File: src/rtl/fflopd_pkg.sv
// Shared definitions for the fflopd_pipe register pipeline.
//
// clog2_cnt(depth) gives the width of the occupancy counter. The counter
// must hold every value from 0 to depth, and it is never narrower than 1 bit.
//
// Each module that uses this package defines SCAN_LEN = WIDTH*DEPTH
// locally. SCAN_LEN is the number of data bits on the serial scan chain.
package fflopd_pkg;

  function automatic int clog2_cnt(input int depth);
    int w;
    w = 1;
    for (int i = 0; i < 32; i++)
      if ((1 << w) < depth + 1) w = w + 1;
    return w;
  endfunction

endpackage

File: src/rtl/fflopd_stage.sv
// One pipeline stage: a WIDTH-bit data register and its valid bit.
//
// Ports
//   CK, RN        clock (rising edge) and async active-low reset
//   clr_i         synchronous clear to RESET_VAL / invalid
//   scan_en_i     shift the data register by one bit (valid holds)
//   scan_in_i     serial bit entering data bit 0
//   adv_en_i      load d_i/v_i (caller masks this with scan)
//   d_i, v_i      parallel data/valid from the previous stage
//   q_o, v_o      registered data/valid
// Priority inside the stage is clear > scan > advance > hold.
module fflopd_stage #(
  parameter int               WIDTH     = 4,
  parameter logic [WIDTH-1:0] RESET_VAL = '0
) (
  input  logic             CK,
  input  logic             RN,
  input  logic             clr_i,
  input  logic             scan_en_i,
  input  logic             scan_in_i,
  input  logic             adv_en_i,
  input  logic [WIDTH-1:0] d_i,
  input  logic             v_i,
  output logic [WIDTH-1:0] q_o,
  output logic             v_o
);

  logic [WIDTH-1:0] data_q, data_d, scan_nxt;
  logic             vld_q, vld_d;

  // The scan chain enters at bit 0 and moves toward bit WIDTH-1.
  if (WIDTH == 1) begin : g_scan1
    assign scan_nxt = scan_in_i;
  end else begin : g_scanw
    assign scan_nxt = {data_q[WIDTH-2:0], scan_in_i};
  end

  always_comb begin
    data_d = data_q;
    vld_d  = vld_q;
    if (clr_i) begin
      data_d = RESET_VAL;
      vld_d  = 1'b0;
    end else if (scan_en_i) begin
      data_d = scan_nxt;
    end else if (adv_en_i) begin
      data_d = d_i;
      vld_d  = v_i;
    end
  end

  always_ff @(posedge CK or negedge RN) begin
    if (!RN) begin
      data_q <= RESET_VAL;
      vld_q  <= 1'b0;
    end else begin
      data_q <= data_d;
      vld_q  <= vld_d;
    end
  end

  assign q_o = data_q;
  assign v_o = vld_q;

endmodule

File: src/rtl/fflopd_pipe.sv
// A WIDTH-bit, DEPTH-stage register pipeline. It supports stall,
// synchronous clear, scan shift and an occupancy counter.
//
// Ports
//   CK, RN   clock (rising edge) and async active-low reset
//   EN       advance all stages (0 = stall)
//   CLR      synchronous clear, which has the highest priority
//   SE, SI   scan enable and serial input (the chain is SI -> stage0[0] ..
//            stage(DEPTH-1)[WIDTH-1] -> SO)
//   D, VI    data and valid into stage 0
//   Q, VO    data and valid of the last stage
//   SO       last stage data bit WIDTH-1
//   CNT      number of valid stages, kept as an up/down counter
// All outputs come directly from flops.
module fflopd_pipe
  import fflopd_pkg::*;
#(
  parameter int               WIDTH     = 4,
  parameter int               DEPTH     = 3,
  parameter logic [WIDTH-1:0] RESET_VAL = '0
) (
  input  logic                        CK,
  input  logic                        RN,
  input  logic                        EN,
  input  logic                        CLR,
  input  logic                        SE,
  input  logic                        SI,
  input  logic [WIDTH-1:0]            D,
  input  logic                        VI,
  output logic [WIDTH-1:0]            Q,
  output logic                        VO,
  output logic                        SO,
  output logic [clog2_cnt(DEPTH)-1:0] CNT
);

  localparam int CW       = clog2_cnt(DEPTH);
  localparam int SCAN_LEN = WIDTH * DEPTH;

  if (DEPTH < 1) begin : g_bad_depth
    $error("fflopd_pipe: DEPTH must be at least 1");
  end
  if (SCAN_LEN < 1) begin : g_bad_width
    $error("fflopd_pipe: WIDTH must be at least 1");
  end

  logic [DEPTH-1:0][WIDTH-1:0] stg_q;
  logic [DEPTH-1:0]            stg_v;
  logic                        adv;
  logic [CW-1:0]               cnt_q, cnt_d;

  // Scan overrides the advance, so a stage never sees both operations at once.
  assign adv = EN & ~SE;

  for (genvar k = 0; k < DEPTH; k++) begin : g_stg
    logic [WIDTH-1:0] din;
    logic             vin, sin;
    if (k == 0) begin : g_head
      assign din = D;
      assign vin = VI;
      assign sin = SI;
    end else begin : g_body
      assign din = stg_q[k-1];
      assign vin = stg_v[k-1];
      assign sin = stg_q[k-1][WIDTH-1];
    end
    fflopd_stage #(.WIDTH(WIDTH), .RESET_VAL(RESET_VAL)) u_stg (
      .CK       (CK),
      .RN       (RN),
      .clr_i    (CLR),
      .scan_en_i(SE),
      .scan_in_i(sin),
      .adv_en_i (adv),
      .d_i      (din),
      .v_i      (vin),
      .q_o      (stg_q[k]),
      .v_o      (stg_v[k])
    );
  end

  // One token enters and/or one leaves per advance. When both happen at
  // once, the count does not change.
  always_comb begin
    cnt_d = cnt_q;
    if (CLR) begin
      cnt_d = '0;
    end else if (adv) begin
      if (VI && !stg_v[DEPTH-1])      cnt_d = cnt_q + CW'(1);
      else if (!VI && stg_v[DEPTH-1]) cnt_d = cnt_q - CW'(1);
    end
  end

  always_ff @(posedge CK or negedge RN) begin
    if (!RN) cnt_q <= '0;
    else     cnt_q <= cnt_d;
  end

  assign Q   = stg_q[DEPTH-1];
  assign VO  = stg_v[DEPTH-1];
  assign SO  = stg_q[DEPTH-1][WIDTH-1];
  assign CNT = cnt_q;

endmodule

File: config.mk
export PLATFORM = sky130hd
export DESIGN_NAME = fflopd_pipe
export DESIGN_NICKNAME = d
export VERILOG_FILES = /design/src/rtl/fflopd_pkg.sv /design/src/rtl/fflopd_stage.sv /design/src/rtl/fflopd_pipe.sv
export SDC_FILE = /design/constraint.sdc
export NUM_CORES = 1
export LEC_CHECK = 0
export CORE_MARGIN = 1
export CORE_UTILIZATION = 30
export CTS_BUF_LIST = sky130_fd_sc_hd__clkbuf_8 sky130_fd_sc_hd__clkbuf_16
export CTS_CLUSTER_DIAMETER = 60
export DETAILED_ROUTE_END_ITERATION = 6
export PLACE_DENSITY = 0.5
export SETUP_SLACK_MARGIN = 0.02
export SYNTH_ARGS = -nofsm -noshare
export SYNTH_HDL_FRONTEND = slang
export SYNTH_HIERARCHICAL = 1
export SYNTH_SLANG_ARGS = --single-unit
File: constraint.sdc
create_clock -name CK -period 1.8 [get_ports CK]
set_clock_uncertainty 0.1 [all_clocks]
set_input_delay 0.36 -clock CK [delete_from_list [all_inputs] [get_ports CK]]
set_output_delay 0.36 -clock CK [all_outputs]
set_load 0.05 [all_outputs]
==> metrics.md <==
| Metric | Value |
|---|---|
| Die X | 56.5 um |
| DR WL met3 | 74 um |
| Vias per cell | 4.83 |
| Syn nets | 89 |
| Min-Delay Path Class | primary input to async pin |
| Die height | 56.5 um |
| Pwr dens | 674 nW/um^2 |
| Status | finished, final reports clean |
| Startpoint Class | primary input |
| Finished Cell Area | 1180 um^2 |
| TritonRoute pass-1 iters | 3 |
| # diodes | 0 |
| Cell leakage power | 0.609 nW |
| Clk_lat worst skew | 0.25 ns |
| Mapped cell area | 892 um^2 |
| #FFs+latches synth | 17 |
| Fmax | 602 MHz |
| Die area | 3200 um^2 |
| Sequential share of the synthesized area | 0.477 |
| CTS sink cnt | 17 |
| Critical path class | primary input to register |
| FF+latch area | 425 um^2 |
| Max Root-Sink Buffers | 2 |
| Global route overflow | 0 |
| Crit end category | register |
| Post-synth ARST share | 1.00 |
| DR WL met2 | 824 um |
| Synthesis-to-layout area growth | 32.1% |
| Initial core utilization | 0.321 |
| Clk Tree Root Cell | clkbuf_8 |
| CTS Buf Count | 3 |
| H-Tree Depth | 1 |
| Multi-input gate area | 440 um^2 |
| Final nets | 115 |
| Detail Placement HPWL | 1260 um |
| Top-area cell type share of the netlist area | 0.477 |
| GP Congestion | 0.734 |
| Most frequent cell after synthesis | dfrtp_1 |
| Relative slew slack | 0.826 |
| TNS Setup | 0 ns |
| Main synth FF type | dfrtp_1 |
| First-pass GRT wire length | 2990 um |
| Synth warnings | 6 |
| EDFF count, synth | 0 |
| Post-Route WL | 1760 um |
| DRC Markers | 0 |
| Cell variety after synth | 17 |
| Post-layout min period | 1.66 ns |
| Vias | 647 |
| Initial drt markers | 9 |
| Core ar. | 2780 um^2 |
| Area leader, netlist | dfrtp_1 |
| Max-slew violation count | 0 |
| Port Buffers | 18 |
| Slew @ Worst Pin | 0.261 ns |
| Fin. Hold Viols | 0 |
| Synth top cells by count | dfrtp_1 (17), nor2_1 (16), mux2i_1 (15), mux2_1 (13) |
| Hold buffers post-CTS | 0 |
| Wire length per cell | 13.2 um |
| Post-DRT Antenna Nets | 0 |
| Initial antenna violation count | 0 |
| Top sig layer | met4 |
| Placed Area | 1130 um^2 |
| Tcrit/Tclk final | 0.923 |
| Syn Inst Count | 78 |
| Number of global-route vias before repair | 628 |
| Met1 Wirelength | 852 um |
| Synthesized area per cell | 11.4 um^2 |
| Max cap viols | 0 |
| FILL cells | 270 |
| RSZ-0062 raised after global routing | false |
| Layout cells sized above 1 | 0.194 |
| CP max FO | 13 |
| Clock transition at the registers of the reported paths | 0.07 ns |
| Largest net degree at the start of global routing | 18 |
| # IOs | 19 |
| Ranking of synthesized cells by area | dfrtp_1 (48%), mux2i_1 (17%), mux2_1 (16%), nor2_1 (6.7%), nand2b_1 (2.1%) |
| Total GRT Usage | 0.122 |
| Endpoints failing setup | 0 |
| Worst EP arrival | 1.69 ns |
| Worst Path Required | 1.83 ns |
| # rows | 19 |
| TritonCTS clock tree | done |
| Worst IR drop on VDD | 0.432 mV |
## layer usage
layer | track usage | up-vias
met5 | 0 | -
met4 | 0.0523 | 0
met3 | 0.0323 | 2
met2 | 0.183 | 12
met1 | 0.165 | 318
li1 | - | 315
## stage by stage
step | setup slack, ns | cells | hold slack (ns) | util | power [mW]
after CTS | 0.124 | 133 | 0.335 | 0.421 | 0.809
after global placement | -0.129 | 129 | 0.405 | 0.405 | 0.516
after detailed placement | -0.150 | 129 | 0.419 | 0.405 | 0.516
after floorplan | 0.0648 | 78 | -0.0356 | - | 0.456
after global routing | 0.0202 | 134 | 0.350 | 0.424 | 0.837
final | 0.138 | 134 | 0.328 | 0.424 | 0.794
## cells in the final DEF, fill, tap and decap left out, drive strengths merged
master,synthesis,layout
xnor2,1,1
buf,4,15
o21ai,1,1
nor2b,1,1
nand2b,4,4
clkdlybuf4s50,0,10
inv,1,2
mux2,13,13
mux2i,15,15
nor2,16,16
dfrtp,17,17
or3,1,1
a21oi,2,2
clkbuf,0,3
nand3b,1,1
or3b,1,1
## timing repair
| item | 4_1_cts | 5_1_grt |
|---|---|---|
| setup endpoints to repair | 0 | 1 |
| resized for setup | 0 | 0 |
| setup buffers | 0 | 1 |
## where the power goes
group	switching (mW)	total (mW)	internal (mW)	leakage, nW
sequential	0.00709	0.398	0.391	0.235
clock	0.134	0.285	0.151	0.0269
combinational	0.0518	0.111	0.0590	0.347
total	0.193	0.794	0.601	0.609
## flip-flops by register name, summed over array words and instances (netlist names)
signal / cells
g_stg.u_stg/v_o: 3
g_stg.u_stg/q_o: 12
CNT: 2
## cell families after synthesis
kind of cell,Yosys count,synth area share
flops,17,0.477
simple gates,24,0.130
xor+xnor,1,0.00982
mux,28,0.332
buf+inv,5,0.0294
compound gates,3,0.0210
## area by class of cell
type / count / share of cell area
clock buffer: 3 / 0.0350
multi-input combinational: 56 / 0.374
inverter: 1 / 0.00318
sequential: 17 / 0.361
tap: 31 / 0.0329
timing repair buffer: 25 / 0.191
clock inverter: 1 / 0.00318
## worst max-delay path, stage by stage
cell and delay (ns):
clkdlybuf4s50_1 0.41, nand2b_2 0.18, inv_1 0.09, buf_12 0.15, mux2_1 0.32, mux2i_1 0.13, nor2_1 0.05
## path summary, 6_finish.rpt
check,to,start,slack [ns],depth (start not counted)
min,g_stg[0].u_stg/q_o[1],RN,0.33,2
min reg2reg,g_stg[2].u_stg/v_o,g_stg[1].u_stg/v_o,0.43,2
min in group CK,g_stg[2].u_stg/v_o,g_stg[1].u_stg/v_o,0.43,2
max,g_stg[2].u_stg/q_o[3],SE,0.14,7
max reg2reg,CNT[1],CNT[0],0.29,3
max in group asynchronous,g_stg[1].u_stg/v_o,RN,1.07,2
No activity file was read; power rests on OpenSTA's default activity.
